<file path="src/rtl/cart_mem_bridge_if.sv">
//------------------------------------------------------------------------------
// Module  : cart_mem_bridge_if
// Brief   : MBC-side strobes and SDRAM req/ack bus seen by cart_mem_bridge.
// Revision: 1.0 - initial release
//------------------------------------------------------------------------------
`default_nettype none

interface cart_mem_bridge_if #(
    parameter int ADDR_W = 26,
    parameter int DATA_W = 8
);
    logic [ADDR_W-1:0] mbc_addr;
    logic              mbc_rd;
    logic              mbc_wr;
    logic [DATA_W-1:0] mbc_wdata;
    logic [DATA_W-1:0] mbc_rdata;
    logic              mbc_wait;
    logic              mem_req;
    logic              mem_we;
    logic [ADDR_W-1:0] mem_addr;
    logic [DATA_W-1:0] mem_wdata;
    logic              mem_ack;
    logic [DATA_W-1:0] mem_rdata;
    logic              err_timeout;

    // The bridge itself
    modport slave (
        input  mbc_addr, mbc_rd, mbc_wr, mbc_wdata, mem_ack, mem_rdata,
        output mbc_rdata, mbc_wait, mem_req, mem_we, mem_addr, mem_wdata, err_timeout
    );

    // The surrounding MBC and SDRAM controller
    modport master (
        output mbc_addr, mbc_rd, mbc_wr, mbc_wdata, mem_ack, mem_rdata,
        input  mbc_rdata, mbc_wait, mem_req, mem_we, mem_addr, mem_wdata, err_timeout
    );
endinterface

`default_nettype wire

</file>
<file path="src/rtl/cart_mem_bridge.sv">
//------------------------------------------------------------------------------
// Module  : cart_mem_bridge
// Brief   : One req/ack transaction per MBC access, with a one-byte read cache.
// Revision: 1.0 - initial release
//------------------------------------------------------------------------------
`default_nettype none

module cart_mem_bridge #(
    parameter int ADDR_W      = 26,
    parameter int DATA_W      = 8,
    parameter int TIMEOUT_CYC = 64
) (
    input  wire logic        clk,
    input  wire logic        reset,
    cart_mem_bridge_if.slave bus
);
    localparam int CNT_W = $clog2(TIMEOUT_CYC) + 1;
    localparam logic [CNT_W-1:0] CNT_LAST = CNT_W'(TIMEOUT_CYC - 1);

    typedef enum logic [1:0] {
        S_IDLE = 2'd0,
        S_REQ  = 2'd1,
        S_HOLD = 2'd2
    } state_t;

    state_t            state_q;
    logic              mem_req_q;
    logic              mem_we_q;
    logic [ADDR_W-1:0] mem_addr_q;
    logic [DATA_W-1:0] mem_wdata_q;
    logic [DATA_W-1:0] rdata_q;
    logic              err_timeout_q;
    logic [CNT_W-1:0]  cnt_q;
    logic              cache_valid_q;
    logic [ADDR_W-1:0] cache_addr_q;
    logic [DATA_W-1:0] cache_data_q;
    logic [ADDR_W-1:0] tag_addr_q;
    logic              tag_we_q;

    logic access;
    logic hit;
    logic tag_same;
    logic wait_c;

    assign access   = bus.mbc_rd | bus.mbc_wr;
    // mbc_wr wins over mbc_rd, so only a pure read can hit
    assign hit      = bus.mbc_rd & ~bus.mbc_wr & cache_valid_q &
                      (bus.mbc_addr == cache_addr_q);
    assign tag_same = (bus.mbc_addr == tag_addr_q) && (bus.mbc_wr == tag_we_q);

    always_comb begin
        wait_c = 1'b0;
        case (state_q)
            S_REQ:   wait_c = ~bus.mem_ack;
            S_IDLE:  wait_c = access & ~hit;
            S_HOLD:  wait_c = access & ~tag_same;
            default: wait_c = 1'b0;
        endcase
    end

    assign bus.mbc_wait    = wait_c;
    assign bus.mbc_rdata   = rdata_q;
    assign bus.mem_req     = mem_req_q;
    assign bus.mem_we      = mem_we_q;
    assign bus.mem_addr    = mem_addr_q;
    assign bus.mem_wdata   = mem_wdata_q;
    assign bus.err_timeout = err_timeout_q;

    always_ff @(posedge clk) begin
        if (reset) begin
            state_q       <= S_IDLE;
            mem_req_q     <= 1'b0;
            mem_we_q      <= 1'b0;
            mem_addr_q    <= '0;
            mem_wdata_q   <= '0;
            rdata_q       <= {DATA_W{1'b1}};
            err_timeout_q <= 1'b0;
            cnt_q         <= '0;
            cache_valid_q <= 1'b0;
            cache_addr_q  <= '0;
            cache_data_q  <= '0;
            tag_addr_q    <= '0;
            tag_we_q      <= 1'b0;
        end else begin
            err_timeout_q <= 1'b0;
            case (state_q)
                S_IDLE: begin
                    if (access) begin
                        tag_addr_q <= bus.mbc_addr;
                        tag_we_q   <= bus.mbc_wr;
                        if (hit) begin
                            rdata_q <= cache_data_q;
                            state_q <= S_HOLD;
                        end else begin
                            mem_req_q   <= 1'b1;
                            mem_we_q    <= bus.mbc_wr;
                            mem_addr_q  <= bus.mbc_addr;
                            mem_wdata_q <= bus.mbc_wdata;
                            cnt_q       <= '0;
                            state_q     <= S_REQ;
                        end
                    end
                end
                S_REQ: begin
                    cnt_q <= cnt_q + 1'b1;
                    // An ack in the final cycle still counts as completion
                    if (bus.mem_ack) begin
                        mem_req_q <= 1'b0;
                        state_q   <= S_HOLD;
                        if (!mem_we_q) begin
                            rdata_q       <= bus.mem_rdata;
                            cache_data_q  <= bus.mem_rdata;
                            cache_addr_q  <= mem_addr_q;
                            cache_valid_q <= 1'b1;
                        end else if (mem_addr_q == cache_addr_q) begin
                            cache_data_q <= mem_wdata_q;
                        end
                    end else if (cnt_q == CNT_LAST) begin
                        mem_req_q     <= 1'b0;
                        rdata_q       <= {DATA_W{1'b1}};
                        err_timeout_q <= 1'b1;
                        state_q       <= S_HOLD;
                    end
                end
                S_HOLD: begin
                    if (!access || !tag_same) begin
                        state_q <= S_IDLE;
                    end
                end
                default: state_q <= S_IDLE;
            endcase
        end
    end
endmodule

`default_nettype wire

</file>
<file path="src/flat_wrapper.sv">
// flat-port wrapper written by rule: the top's interface ports become plain ports
module cart_mem_bridge_flat 
#(
    parameter int ADDR_W      = 26,
    parameter int DATA_W      = 8,
    parameter int TIMEOUT_CYC = 64
)
  (clk, reset, bus_mbc_addr, bus_mbc_rd, bus_mbc_wr, bus_mbc_wdata, bus_mem_ack, bus_mem_rdata, bus_mbc_rdata, bus_mbc_wait, bus_mem_req, bus_mem_we, bus_mem_addr, bus_mem_wdata, bus_err_timeout);
  cart_mem_bridge_if #(.ADDR_W(ADDR_W), .DATA_W(DATA_W)) bus_i ();
  input  wire logic clk;
  input  wire logic reset;
  input wire logic [$bits(bus_i.mbc_addr)-1:0] bus_mbc_addr;
  input wire logic [$bits(bus_i.mbc_rd)-1:0] bus_mbc_rd;
  input wire logic [$bits(bus_i.mbc_wr)-1:0] bus_mbc_wr;
  input wire logic [$bits(bus_i.mbc_wdata)-1:0] bus_mbc_wdata;
  input wire logic [$bits(bus_i.mem_ack)-1:0] bus_mem_ack;
  input wire logic [$bits(bus_i.mem_rdata)-1:0] bus_mem_rdata;
  output wire logic [$bits(bus_i.mbc_rdata)-1:0] bus_mbc_rdata;
  output wire logic [$bits(bus_i.mbc_wait)-1:0] bus_mbc_wait;
  output wire logic [$bits(bus_i.mem_req)-1:0] bus_mem_req;
  output wire logic [$bits(bus_i.mem_we)-1:0] bus_mem_we;
  output wire logic [$bits(bus_i.mem_addr)-1:0] bus_mem_addr;
  output wire logic [$bits(bus_i.mem_wdata)-1:0] bus_mem_wdata;
  output wire logic [$bits(bus_i.err_timeout)-1:0] bus_err_timeout;
  assign bus_i.mbc_addr = bus_mbc_addr;
  assign bus_i.mbc_rd = bus_mbc_rd;
  assign bus_i.mbc_wr = bus_mbc_wr;
  assign bus_i.mbc_wdata = bus_mbc_wdata;
  assign bus_i.mem_ack = bus_mem_ack;
  assign bus_i.mem_rdata = bus_mem_rdata;
  assign bus_mbc_rdata = bus_i.mbc_rdata;
  assign bus_mbc_wait = bus_i.mbc_wait;
  assign bus_mem_req = bus_i.mem_req;
  assign bus_mem_we = bus_i.mem_we;
  assign bus_mem_addr = bus_i.mem_addr;
  assign bus_mem_wdata = bus_i.mem_wdata;
  assign bus_err_timeout = bus_i.err_timeout;
  cart_mem_bridge #(.ADDR_W(ADDR_W), .DATA_W(DATA_W), .TIMEOUT_CYC(TIMEOUT_CYC)) u_core (.clk(clk), .reset(reset), .bus(bus_i));
endmodule
</file>
<file path="config.mk">
export PLATFORM = sky130hd
export DESIGN_NAME = cart_mem_bridge_flat
export DESIGN_NICKNAME = d
export VERILOG_FILES = /design/src/rtl/cart_mem_bridge_if.sv /design/src/rtl/cart_mem_bridge.sv /design/src/flat_wrapper.sv
export SDC_FILE = /design/constraint.sdc
export NUM_CORES = 1
export LEC_CHECK = 0
export CORE_ASPECT_RATIO = 1.5
export CORE_MARGIN = 4
export CORE_UTILIZATION = 53
export DETAILED_ROUTE_END_ITERATION = 16
export PLACE_DENSITY = 0.8
export RECOVER_POWER = 50
export SLEW_MARGIN = 20
export SYNTH_ARGS = -nofsm -noshare
export SYNTH_HDL_FRONTEND = slang
export SYNTH_SLANG_ARGS = --single-unit
</file>
<file path="constraint.sdc">
create_clock -name clk -period 3.3 [get_ports clk]
set_input_delay 0.99 -clock clk [delete_from_list [all_inputs] [get_ports clk]]
set_output_delay 0.99 -clock clk [all_outputs]
set_load 0.02 [all_outputs]
</file>
==> results.md <==
- Clk pwr share: 0.411
- Nets@finish: about 850
- Initial cell density of the core: 0.543
- Run status: complete, but fails checks
- Switching Fraction: 0.294
- Via count: between 5000 and 6000
- Synth top cells by count: dfxtp_1, nand2_1, a21oi_1, xor2_1, o21ai_0
- Sequential share of the synthesized area: 0.425
- Port Buf Inserts: slightly above 90
- DRT Wirelength: about 20 mm
- Endpoints failing setup: 1
- Area share of the largest cell type after synthesis: 0.425
- CP required: about 2.3 ns
- Synth cell types: 46
- Worst hold slack: 0.474 ns
- Achievable Freq: 0.278 GHz
- Diodes inserted: 0
- Tot GR Track Use: 0.320
- Net switching power: 0.00122 W
- Static Leak: 3.04 nW
- Slew Limit Fails: 0
- Async SR Flop Fraction: 0
- Die width: a little over 90 um
- Final std cells w/o fill: about 930
- Final Total Pwr: 0.00415 W
- Via-per-instance ratio: approximately 6.4
- Setup Crit Path Kind: input pin to output port
- Most frequent cell after synthesis: dfxtp_1
- # hold bufs at CTS: 0
- Post-synth EDFFs: 0
- # IOs: 93
- Crit start category: input pin
- P_int: 0.00293 W
- Post-Route Utilization: 0.757
- Total of max-cap violations: 0
- Cell Rows: 45
- DP Worst Slack: -1.05 ns
- Clk root buf: clkbuf_16
- CORE AREA: around 10000 um^2
- Syn_nets: a little over 700
- Placer Congestion: approximately 0.95
- Mapped Avg Cell Area: just over 8 um^2
- Power Density: between 500 and 600 nW/um^2
- Initial antenna violation count: 0
- CTS tree: yes
- Die Area: 12000 um^2
- Share of post-route cells with drive strength above 1: 0.197
- Final Critical Period: between 3 and 4 ns
- Worst slew pin tran: between 1 and 1.5 ns
- Synth area leaders: dfxtp_1, xor2_1, a21oi_1, nand2_1, o21ai_0
- Aggregate global routing overflow: 0
- Cell area after synthesis: 5470 um^2
- Clock Skew: slightly above 0.008 ns
- Syn Inst Count: between 600 and 700
- RSZ-0062 raised after global routing: true
- DR WL/cell: 21.6 um
- Crit path max fanout: 2
- DP HPWL: approximately 12 mm
- Antenna viol nets, final: 0
- Share of power burned in registers: 0.385
- Vias in the first global route: between 5000 and 6000
- Final period util: 1.09
- Hold Fails Final Rpt: 0
- CTS max path bufs: 2
- #FFs+latches synth: about 120
- Layout overhead on the synthesized area: 39.6%
- First-pass GRT wire length: approximately 30 mm
- Dpl cells: 885
- Worst Path Arrival: approximately 2.6 ns
- Htree depth: 4
- CP endpoint kind: output port
- Detailed Routing Iterations Pass 1: 8
- Die H: roughly 130 um
- Failing checks: setup timing
- Worst IR Drop VDD: ~420 uV
- Number of synthesis warnings: 0
- Primary FF master, synth: dfxtp_1
- Worst setup margin: -0.295 ns
- Iteration-0 DRC count of the detailed router: roughly 650
- Slew headroom: 0.0634
- HP Class: register to register
- Cell taking the most area after synthesis: dfxtp_1
- Largest net degree at the start of global routing: 57
- Comb pwr share: 0.203
- Clock transition at the registers of the reported paths: ~0.05 ns
- Worst-Skew Late Latency: approximately 0.42 ns
- Clock sinks: between 100 and 150
- Total CTS buffers: 17
- # DRC: 0
==> power groups by stage <==
stage	sequential, W	combinational [W]	clock [W]
finish	0.00160	0.000844	0.00171
global route	0.00161	0.000890	0.00178
CTS	0.00159	0.000803	0.00170
detailed placement	0.00162	0.000778	0
global placement	0.00161	0.000761	0
floorplan	0.00166	0.000361	0
==> registers in the layout, indices dropped and copies added, names as in the netlist, 2 cells and up <==
register / flops
u_core.bus.mbc_rdata: 8
u_core.bus.mem_addr: 26
u_core.bus.mem_wdata: 8
u_core.cache_addr_q: 26
u_core.cache_data_q: 8
u_core.cnt_q: 7
u_core.state_q: 2
u_core.tag_addr_q: 26
==> stage by stage <==
stage               cell area, um^2  setup TNS [ns]
floorplan                      5470               0
global placement               6730           -1.01
detailed placement             6730           -1.05
CTS                            7520          -0.218
global route                   7630          -0.427
finish                         7630          -0.295
==> critical path, cell delays in order <==
cell and delay [ns]:
clkbuf_2 0.12, xor2_2 0.21, nor4_2 0.36, nand3_2 0.14
nor4_2 0.26, buf_4 0.16, or3_4 0.12, o22ai_4 0.08
buf_6 0.16
==> cell families after synthesis <==
| group | share of synthesized area |
|---|---|
| XOR/XNOR | 0.127 |
| adder cells (fa/ha/maj) | 0.00229 |
| AND/OR/NAND/NOR | 0.204 |
| AO/OA/AOI/OAI | 0.185 |
| buffers and inverters | 0.0398 |
| flip-flops | 0.425 |
| multiplexers | 0.0183 |
==> metal layers <==
metal	part of all wire	GRT usage	wire length, um	up-vias
met3	0.080	0.0914	1600	149
met2	0.50	0.545	10000	408
li1	-	-	-	2597
met5	0	0	0	-
met4	0.081	0.216	1620	0
met1	0.34	0.338	6740	2800
==> layout by cell type, fill, tap and decap left out, types with 7 or more instances in the layout <==
| cell | netlist | final |
|---|---|---|
| dfxtp_1 | 116 | 116 |
| nand2_1 | 113 | 113 |
| a21oi_1 | 98 | 98 |
| o21ai_0 | 52 | 52 |
| xor2_1 | 69 | 51 |
| buf_4 | 2 | 45 |
| nand3_1 | 44 | 43 |
| clkdlybuf4s50_1 | 0 | 36 |
| dlygate4sd3_1 | 0 | 26 |
| buf_6 | 3 | 19 |
| clkbuf_16 | 0 | 17 |
| nor2_1 | 17 | 16 |
| nor4_1 | 20 | 15 |
| xor2_2 | 0 | 14 |
| mux2i_1 | 10 | 10 |
| or3_1 | 10 | 9 |
| o2111ai_1 | 8 | 8 |
| a211oi_1 | 8 | 8 |
| clkbuf_2 | 3 | 8 |
| buf_2 | 3 | 8 |
| xnor2_1 | 10 | 7 |
| nand4_1 | 7 | 7 |
| clkbuf_8 | 0 | 7 |
==> path summary, 6_finish.rpt <==
| path | startpoint | endpoint | slack (ns) | depth (start not counted) |
|---|---|---|---|---|
| worst min-delay path | u_core.tag_addr_q[11] | u_core.tag_addr_q[11] | 0.47 | 2 |
| worst max register to register | u_core.state_q[0] | u_core.cnt_q[2] | 0.38 | 6 |
| worst max-delay path | bus_mbc_addr[3] | bus_mbc_wait | -0.29 | 9 |
| worst min register to register | u_core.tag_addr_q[11] | u_core.tag_addr_q[11] | 0.47 | 2 |
==> final cells by class <==
type | count | area, um^2
clock buffer | 26 | 529
clock inverter | 4 | 20.0
fill | 629 | 2440
inverter | 2 | 7.51
multi-input combinational | 507 | 3220
sequential | 116 | 2320
tap | 117 | 146
timing repair buffer | 156 | 1390
==> repair_timing <==
| action | in CTS | in global routing |
|---|---|---|
| setup buffers | 9 | 4 |
| hold endpoints to repair | 0 | 0 |
| cloned | 0 | 0 |
| pin swaps | 21 | 18 |
| setup endpoints to repair | 1 | 1 |
| resized for setup | 128 | 35 |
No activity file was read; power rests on OpenSTA's default activity.
